### src/rtl/sr_file_fwd_pkg.sv
// rtl/sr_file_fwd_pkg.sv - shared SR-space constants and index encoding
//   Provides default widths, the SR index enum and flag bit positions
//   used by sr_file_fwd and sr_fwd_mux.
package sr_file_fwd_pkg;

    localparam int HBIT_ADDR   = 47;
    localparam int SR_W_DEF    = HBIT_ADDR + 1;
    localparam int FL_W_DEF    = 4;
    localparam int HBIT_SR_IDX = 1;

    typedef enum logic [HBIT_SR_IDX:0] {
        SR_LR  = 2'd0,
        SR_SSP = 2'd1,
        SR_FL  = 2'd2,
        SR_CYC = 2'd3
    } sr_idx_e;

    localparam int FLAG_Z = 0;
    localparam int FLAG_N = 1;
    localparam int FLAG_C = 2;
    localparam int FLAG_V = 3;

endpackage

### src/rtl/sr_fwd_mux.sv
// rtl/sr_fwd_mux.sv - per-read-port SR forwarding mux (EX > MA > WB > stored)
//   i_idx             : read index
//   i_ex_* / i_ma_* / i_wb_* : stage target, write-valid, result
//   i_flush           : squashes the EX forward
//   i_stored          : committed SR0..SR3 (SR2 already zero-extended)
//   o_val             : forwarded value, FL upper bits masked
module sr_fwd_mux
    import sr_file_fwd_pkg::*;
#(
    parameter int SR_W = SR_W_DEF,
    parameter int FL_W = FL_W_DEF
) (
    input  logic [1:0]                 i_idx,
    input  logic [1:0]                 i_ex_tgt,
    input  logic                       i_ex_we,
    input  logic [SR_W-1:0]            i_ex_result,
    input  logic [1:0]                 i_ma_tgt,
    input  logic                       i_ma_we,
    input  logic [SR_W-1:0]            i_ma_result,
    input  logic [1:0]                 i_wb_tgt,
    input  logic                       i_wb_we,
    input  logic [SR_W-1:0]            i_wb_result,
    input  logic                       i_flush,
    input  logic [3:0][SR_W-1:0]       i_stored,
    output logic [SR_W-1:0]            o_val
);

    localparam logic [SR_W-1:0] FL_MASK = {{(SR_W-FL_W){1'b0}}, {FL_W{1'b1}}};

    logic [SR_W-1:0] w_sel;

    // Oldest source first so the youngest matching stage overrides.
    always_comb begin
        w_sel = i_stored[i_idx];
        if (i_wb_we && (i_wb_tgt == i_idx))
            w_sel = i_wb_result;
        if (i_ma_we && (i_ma_tgt == i_idx))
            w_sel = i_ma_result;
        if (i_ex_we && !i_flush && (i_ex_tgt == i_idx))
            w_sel = i_ex_result;
    end

    // Forwarded FL values must look exactly like the narrow stored register.
    assign o_val = (i_idx == SR_FL) ? (w_sel & FL_MASK) : w_sel;

endmodule

### src/rtl/sr_file_fwd.sv
// rtl/sr_file_fwd.sv - special-register file with EX/MA/WB forwarding
//   iw_clk/iw_rst            : clock, async active-low reset
//   iw_src_sr/iw_tgt_sr      : read indices A/B -> ow_src_sr_val/ow_tgt_sr_val
//   iw_ex_*/iw_ma_*          : in-flight SR results for forwarding
//   iw_wb_*                  : commit port (also forwarded same cycle)
//   iw_flush                 : squash EX forward; iw_stall is ignored here
//   ow_fl / ow_cyc           : committed flags and cycle counter
module sr_file_fwd
    import sr_file_fwd_pkg::*;
#(
    parameter int SR_W   = SR_W_DEF,
    parameter int FL_W   = FL_W_DEF,
    parameter int CYC_EN = 1
) (
    input  logic                iw_clk,
    input  logic                iw_rst,
    input  logic [1:0]          iw_src_sr,
    input  logic [1:0]          iw_tgt_sr,
    output logic [SR_W-1:0]     ow_src_sr_val,
    output logic [SR_W-1:0]     ow_tgt_sr_val,
    input  logic [1:0]          iw_ex_tgt_sr,
    input  logic                iw_ex_tgt_sr_we,
    input  logic [SR_W-1:0]     iw_ex_sr_result,
    input  logic [1:0]          iw_ma_tgt_sr,
    input  logic                iw_ma_tgt_sr_we,
    input  logic [SR_W-1:0]     iw_ma_sr_result,
    input  logic [1:0]          iw_wb_tgt_sr,
    input  logic                iw_wb_tgt_sr_we,
    input  logic [SR_W-1:0]     iw_wb_sr_result,
    input  logic                iw_flush,
    input  logic                iw_stall,
    output logic [FL_W-1:0]     ow_fl,
    output logic [SR_W-1:0]     ow_cyc
);

    logic [SR_W-1:0]       r_sr0;
    logic [SR_W-1:0]       r_sr1;
    logic [FL_W-1:0]       r_fl;
    logic [SR_W-1:0]       r_cyc;
    logic [3:0][SR_W-1:0]  w_stored;
    logic                  w_unused_stall;

    // Upstream stages hold their own write-enables during a stall.
    assign w_unused_stall = iw_stall;

    always_ff @(posedge iw_clk or negedge iw_rst) begin
        if (!iw_rst) begin
            r_sr0 <= '0;
            r_sr1 <= '0;
            r_fl  <= '0;
            r_cyc <= '0;
        end else begin
            if (iw_wb_tgt_sr_we && (iw_wb_tgt_sr == SR_LR))
                r_sr0 <= iw_wb_sr_result;
            if (iw_wb_tgt_sr_we && (iw_wb_tgt_sr == SR_SSP))
                r_sr1 <= iw_wb_sr_result;
            if (iw_wb_tgt_sr_we && (iw_wb_tgt_sr == SR_FL))
                r_fl <= iw_wb_sr_result[FL_W-1:0];
            // A committed write to the counter wins over the increment.
            if (iw_wb_tgt_sr_we && (iw_wb_tgt_sr == SR_CYC))
                r_cyc <= iw_wb_sr_result;
            else if (CYC_EN != 0)
                r_cyc <= r_cyc + SR_W'(1);
        end
    end

    assign w_stored[0] = r_sr0;
    assign w_stored[1] = r_sr1;
    assign w_stored[2] = {{(SR_W-FL_W){1'b0}}, r_fl};
    assign w_stored[3] = r_cyc;

    sr_fwd_mux #(.SR_W(SR_W), .FL_W(FL_W)) u_mux_src (
        .i_idx       (iw_src_sr),
        .i_ex_tgt    (iw_ex_tgt_sr),
        .i_ex_we     (iw_ex_tgt_sr_we),
        .i_ex_result (iw_ex_sr_result),
        .i_ma_tgt    (iw_ma_tgt_sr),
        .i_ma_we     (iw_ma_tgt_sr_we),
        .i_ma_result (iw_ma_sr_result),
        .i_wb_tgt    (iw_wb_tgt_sr),
        .i_wb_we     (iw_wb_tgt_sr_we),
        .i_wb_result (iw_wb_sr_result),
        .i_flush     (iw_flush),
        .i_stored    (w_stored),
        .o_val       (ow_src_sr_val)
    );

    sr_fwd_mux #(.SR_W(SR_W), .FL_W(FL_W)) u_mux_tgt (
        .i_idx       (iw_tgt_sr),
        .i_ex_tgt    (iw_ex_tgt_sr),
        .i_ex_we     (iw_ex_tgt_sr_we),
        .i_ex_result (iw_ex_sr_result),
        .i_ma_tgt    (iw_ma_tgt_sr),
        .i_ma_we     (iw_ma_tgt_sr_we),
        .i_ma_result (iw_ma_sr_result),
        .i_wb_tgt    (iw_wb_tgt_sr),
        .i_wb_we     (iw_wb_tgt_sr_we),
        .i_wb_result (iw_wb_sr_result),
        .i_flush     (iw_flush),
        .i_stored    (w_stored),
        .o_val       (ow_tgt_sr_val)
    );

    assign ow_fl  = r_fl;
    assign ow_cyc = r_cyc;

endmodule

### config.mk
export PLATFORM = sky130hd
export DESIGN_NAME = sr_file_fwd
export DESIGN_NICKNAME = d
export VERILOG_FILES = /design/src/rtl/sr_file_fwd_pkg.sv /design/src/rtl/sr_fwd_mux.sv /design/src/rtl/sr_file_fwd.sv
export SDC_FILE = /design/constraint.sdc
export NUM_CORES = 1
export LEC_CHECK = 0
export BUFFER_PORTS_ARGS = -buffer_cell sky130_fd_sc_hd__buf_2
export CAP_MARGIN = 40
export CELL_PAD_IN_SITES_DETAIL_PLACEMENT = 0
export CELL_PAD_IN_SITES_GLOBAL_PLACEMENT = 2
export CORE_ASPECT_RATIO = 1.1
export CORE_UTILIZATION = 35
export DETAILED_ROUTE_END_ITERATION = 10
export GPL_TIMING_DRIVEN = 1
export HOLD_SLACK_MARGIN = 0.06
export PLACE_DENSITY = 0.9
export SLEW_MARGIN = 40
export SYNTH_ARGS = -nofsm -noshare
export SYNTH_HDL_FRONTEND = slang
export SYNTH_SLANG_ARGS = --single-unit
export TNS_END_PERCENT = 100
### constraint.sdc
create_clock -name iw_clk -period 3.2 [get_ports iw_clk]
set_input_delay 0.48 -clock iw_clk [delete_from_list [all_inputs] [get_ports iw_clk]]
set_output_delay 0.48 -clock iw_clk [all_outputs]
set_load 0.01 [all_outputs]
Yosys cells after proc, flatten, opt, wreduce, memory -nomap -nowiden
Index checks and enable logic that the tools add are counted.

storage, ports and cells
  logic and storage cells = 44
  input port bits = 161
  output and inout bits = 148
  register bits = 148

cells by class
  $lt $le $gt $ge = 2
  mux-type cells = 13
  eq/ne operators = 11
  $add $sub $neg = 1
  reduce and logical (&&, ||, !) cells = 13

operators with widths
  cell                     count
  $mux W48                 11
  $bmux W48 S2             2
  $add A48 B1 Y48 const B  1
  $eq A2 B2 Y1             6
  $logic_and A1 B1 Y1      11
  $eq A2 B2 Y1 const B     4
  $lt A2 B3 Y1 const B     2
  $eq A2 B1 Y1 const B     1
  $logic_not A2 Y1         1
  $logic_not A1 Y1         1

Depth between registers and ports, before layout
  depth in word-level cells = 6
  depth in mapped cells = 8
  depth with buffers taken out = 6

Modules after synthesis
A second synthesis with hierarchy kept.

second synthesis, totals
  cell total of the unflattened synthesis = 1119
  area, all modules = 12570.8 µm²

modules (own cells, without submodules)
  module       seq. area each (µm²)  cells each  instances  area each (µm²)
  sr_file_fwd  3703.6                537         1          6552.5
  sr_fwd_mux   0.0                   291         2          3009.1

Least setup slack after synthesis
No wires, ideal clock.

  kind = in2out
  from = input iw_src_sr[1]
  to = output ow_src_sr_val[12]
  slack = 855 ps
  data required time = 2720 ps
  arrival time = 1865 ps
  stages = 6
  buffers on the path = 2
  cells stage by stage = buf_2 > clkbuf_1 > mux2_2 > a221o_1 > o211ai_1 > a31oi_1

on the way
  cells in the longest elaborated chain, start to end = 6
  elaborated cells between the ends (all ways) = 13
  those cells by class = eq/ne: 4; mux: 6; reduce/logical: 3

ends and longest elaborated chain
  what                                                                          RTL line                            RTL
  from (decl)                                                                   sr_file_fwd.sv:17                   input logic [1:0] iw_src_sr,
  $bmux W48 S2 / $eq A2 B2 Y1 (equally long branches)                           sr_fwd_mux.sv:34, sr_fwd_mux.sv:35
  $mux W48 (not written as such) / $logic_and A1 B1 Y1 (equally long branches)  sr_fwd_mux.sv:34, sr_fwd_mux.sv:35
  $mux W48                                                                      sr_fwd_mux.sv:35                    if (i_wb_we && (i_wb_tgt == i_idx))
  $mux W48                                                                      sr_fwd_mux.sv:37                    if (i_ma_we && (i_ma_tgt == i_idx))
  $mux W48                                                                      sr_fwd_mux.sv:39                    if (i_ex_we && !i_flush && (i_ex_tgt == i_idx))
  $mux W48 (*)                                                                  sr_fwd_mux.sv:44                    assign o_val = (i_idx == SR_FL) ? (w_sel & FL_MASK) : w_sel;
  to (decl)                                                                     sr_file_fwd.sv:19                   output logic [SR_W-1:0] ow_src_sr_val,

Mark *: on every way between the ends. The rest lies on a longest branch, timed or not. The select of a mux whose other input is x is not followed.

Worst setup path in the final report
  from = input iw_src_sr[1]
  to = output ow_src_sr_val[7]

Same word-level chain as after synthesis.

==> metrics.txt <==
Finished Core Util=44.3%; Fin Clk Skew=~11 ps; clock sinks=148; post-synthesis async set-or-reset flop share=100%; Core Area=0.0317 mm^2; Via Count=11300; crit path capture type=output port; Setup crit start=iw_src_sr[1]; CTS tree=built; Nets=roughly 1600; post_cts resized=0; final instance area=0.0140 mm^2; Yosys warning total=0; ANT nets after route=0; initial antenna violation count=8; setup violators final=0; reg2reg setup slack=1040 ps; most common cell after layout, fill and taps aside=buf_2; total CTS buffers=17; Clock Latency Late Sink=about 430 ps; DRT iter0 DRCs=855; setup tns final=0 ps; status=finished, final reports clean; Cell Area, Placed=0.0134 mm^2; worst r2r dst=ow_cyc[40]; post-CTS setup buffer count=0; Final Hold Fails=0; Seq cells post-synth=148; die width=about 170 um; DP HPWL=~29 mm; HP Class=input port to async pin; clk root buf=clkbuf_16; vias in the first global route=around 11000; Initial Util=a little over a third; Post-Route WL=42.9 mm; top sig layer=met5; Unique masters post-synth=42; H-tree depth=4; worst-margin pin slew=roughly 720 ps; syn_nets=~1400; share of layout cells above drive strength 1=41.1%; wire per inst=about 23 um; DRC viols=0; met1 WL=about 18 mm; WS Path Type=input port to output port; minimum clock period after layout=a little under 3000 ps; Yosys top cell by area=dfrtp_1; Max FO, Critical Path=36; Yosys top cell area share=32.6%; Mapped Area=0.0114 mm^2; IO buf count=a little over 300; Max clock buf depth=2; EDFF count, synth=0; Reg2Reg Launch Point=ow_cyc[8]; Synth Instances=about 1200; critical path endpoint=ow_src_sr_val[7]; # hold bufs at CTS=0; routability congestion estimate=between 0.8 and 0.9; # IOs=about 300; RSZ-0062 raised after global routing=false; peak supply drop=between 200 and 300 uV; signal arrival time at the worst endpoint=between 2000 and 2500 ps; Tot GR Track Use=between 20 and 30%; total power=around 7.4 mW; WP data required=roughly 2700 ps; slew margin rel.=51.7%; GRT overflow=0; clock transition at the registers of the reported paths=~70 ps; routed length on met2=around 21 mm; register area share after synthesis=about a third; number of non-filler instances in the completed layout=between 1500 and 2000; Die Height=191 um; max-slew violations=0; num rows=68; synth top area cells=dfrtp_1 33%, mux2_2 19%, a221o_1 7.8%, o211ai_1 5.8%, o21ai_0 5.5%; commonest cells after routing, fill and taps aside=306 x buf_2, 188 x mux2_2, 152 x nand2_1, 148 x dfrtp_1, 125 x o21ai_0; die area=roughly 0.033 mm^2; Fmax achieved=around 340 MHz; Static Leak=5.71 nW; Final period util=between 90% and 100%; drt via density=between 5 and 6; Power Dens Cells=528 mW/mm^2; Worst setup SP type=input port; max-cap violations=0; WL met3=~3.4 mm; largest net degree at the start of global routing=97; ys flop type=dfrtp_1; min setup slack post-route=approximately 280 ps; Post-Place Worst Slack=approximately 300 ps; DRT Pass-1 Iters=5; synthesized area per cell=between 9 and 10 um^2; first-pass GRT wire length=66.3 mm; WHS=about 57 ps; Layout area overhead=23.4%; Reg2Reg Depth=5; post-placement cell count=around 1900
==> cells in the mapped netlist, types with 2 or more instances <==
cell	n
nand4_1	14
nand2b_1	2
a21oi_1	23
nor2_1	20
xor2_1	20
buf_6	3
nor4_2	2
nand2_1	152
nand4_4	4
mux4_2	8
nand3_1	19
o21ai_0	125
o21ai_1	3
buf_2	28
o211ai_1	88
and4_2	2
clkbuf_1	96
xnor2_1	37
and2_1	4
buf_1	5
nor3_1	8
nand3b_1	2
a31oi_1	89
and4_1	7
mux2_2	188
dfrtp_1	148
inv_1	2
and3_2	2
o2bb2ai_1	8
buf_4	5
nor4_1	8
a221o_1	88
and3_1	10
==> cells by family (layout without fill, tap and decap cells) <==
logic type	Yosys count	in the layout	synth area share [%]
adders and majority gates	1	1	0.110
DFF	148	148	32.6
other	0	4	0
and+or+nand+nor	264	264	11.6
AOI/OAI and AO/OA	424	424	25.8
xor gates and xnor gates	57	57	4.40
muxes	196	196	20.2
buffers and inverters	139	381	5.27
==> report_power, final <==
part	internal [mW]	total, mW	switching, mW
clock	1.20	2.09	0.894
sequential	2.24	2.68	0.436
combinational	1.31	2.64	1.32
total	4.75	7.40	2.65
==> critical path, cell delays in order <==
cell and delay [ps]:
buf_2 180, buf_12 290, buf_4 360, mux2_2 370, a221o_1 290, o211ai_1 130
a31oi_1 150, buf_2 170
==> worst min-delay path by stage <==
stage / from / end / slack [ps] / depth (start not counted)
floorplan: iw_rst / ow_cyc[0] / 180 / 0
global placement: r_sr1[40] / r_sr1[40] / 500 / 1
detailed placement: r_sr1[40] / r_sr1[40] / 510 / 1
CTS: iw_rst / r_sr0[15] / 90 / 1
global route: iw_rst / r_sr0[15] / 90 / 1
finish: iw_rst / r_sr0[13] / 60 / 1
==> flip-flops by register name (all words and copies together), names as in the netlist <==
register  count
ow_cyc       48
r_sr0        48
r_sr1        48
ow_fl         4
==> cell type report <==
| class | count | area, um^2 |
|---|---|---|
| fill | 3138 | 17600 |
| multi-input combinational | 942 | 7130 |
| sequential | 148 | 3700 |
| timing repair buffer | 347 | 2030 |
| tap | 420 | 526 |
| clock buffer | 18 | 439 |
| clock inverter | 14 | 168 |
| antenna | 4 | 10.0 |
| inverter | 2 | 7.51 |
==> per-layer routing <==
| layer | track usage, % | up-vias |
|---|---|---|
| met5 | 0 | - |
| met4 | 9.41 | 4 |
| met3 | 5.01 | 74 |
| met2 | 43.3 | 513 |
| met1 | 32.2 | 5542 |
| li1 | - | 5193 |
Note: power is estimated with default switching activity, not from simulation.
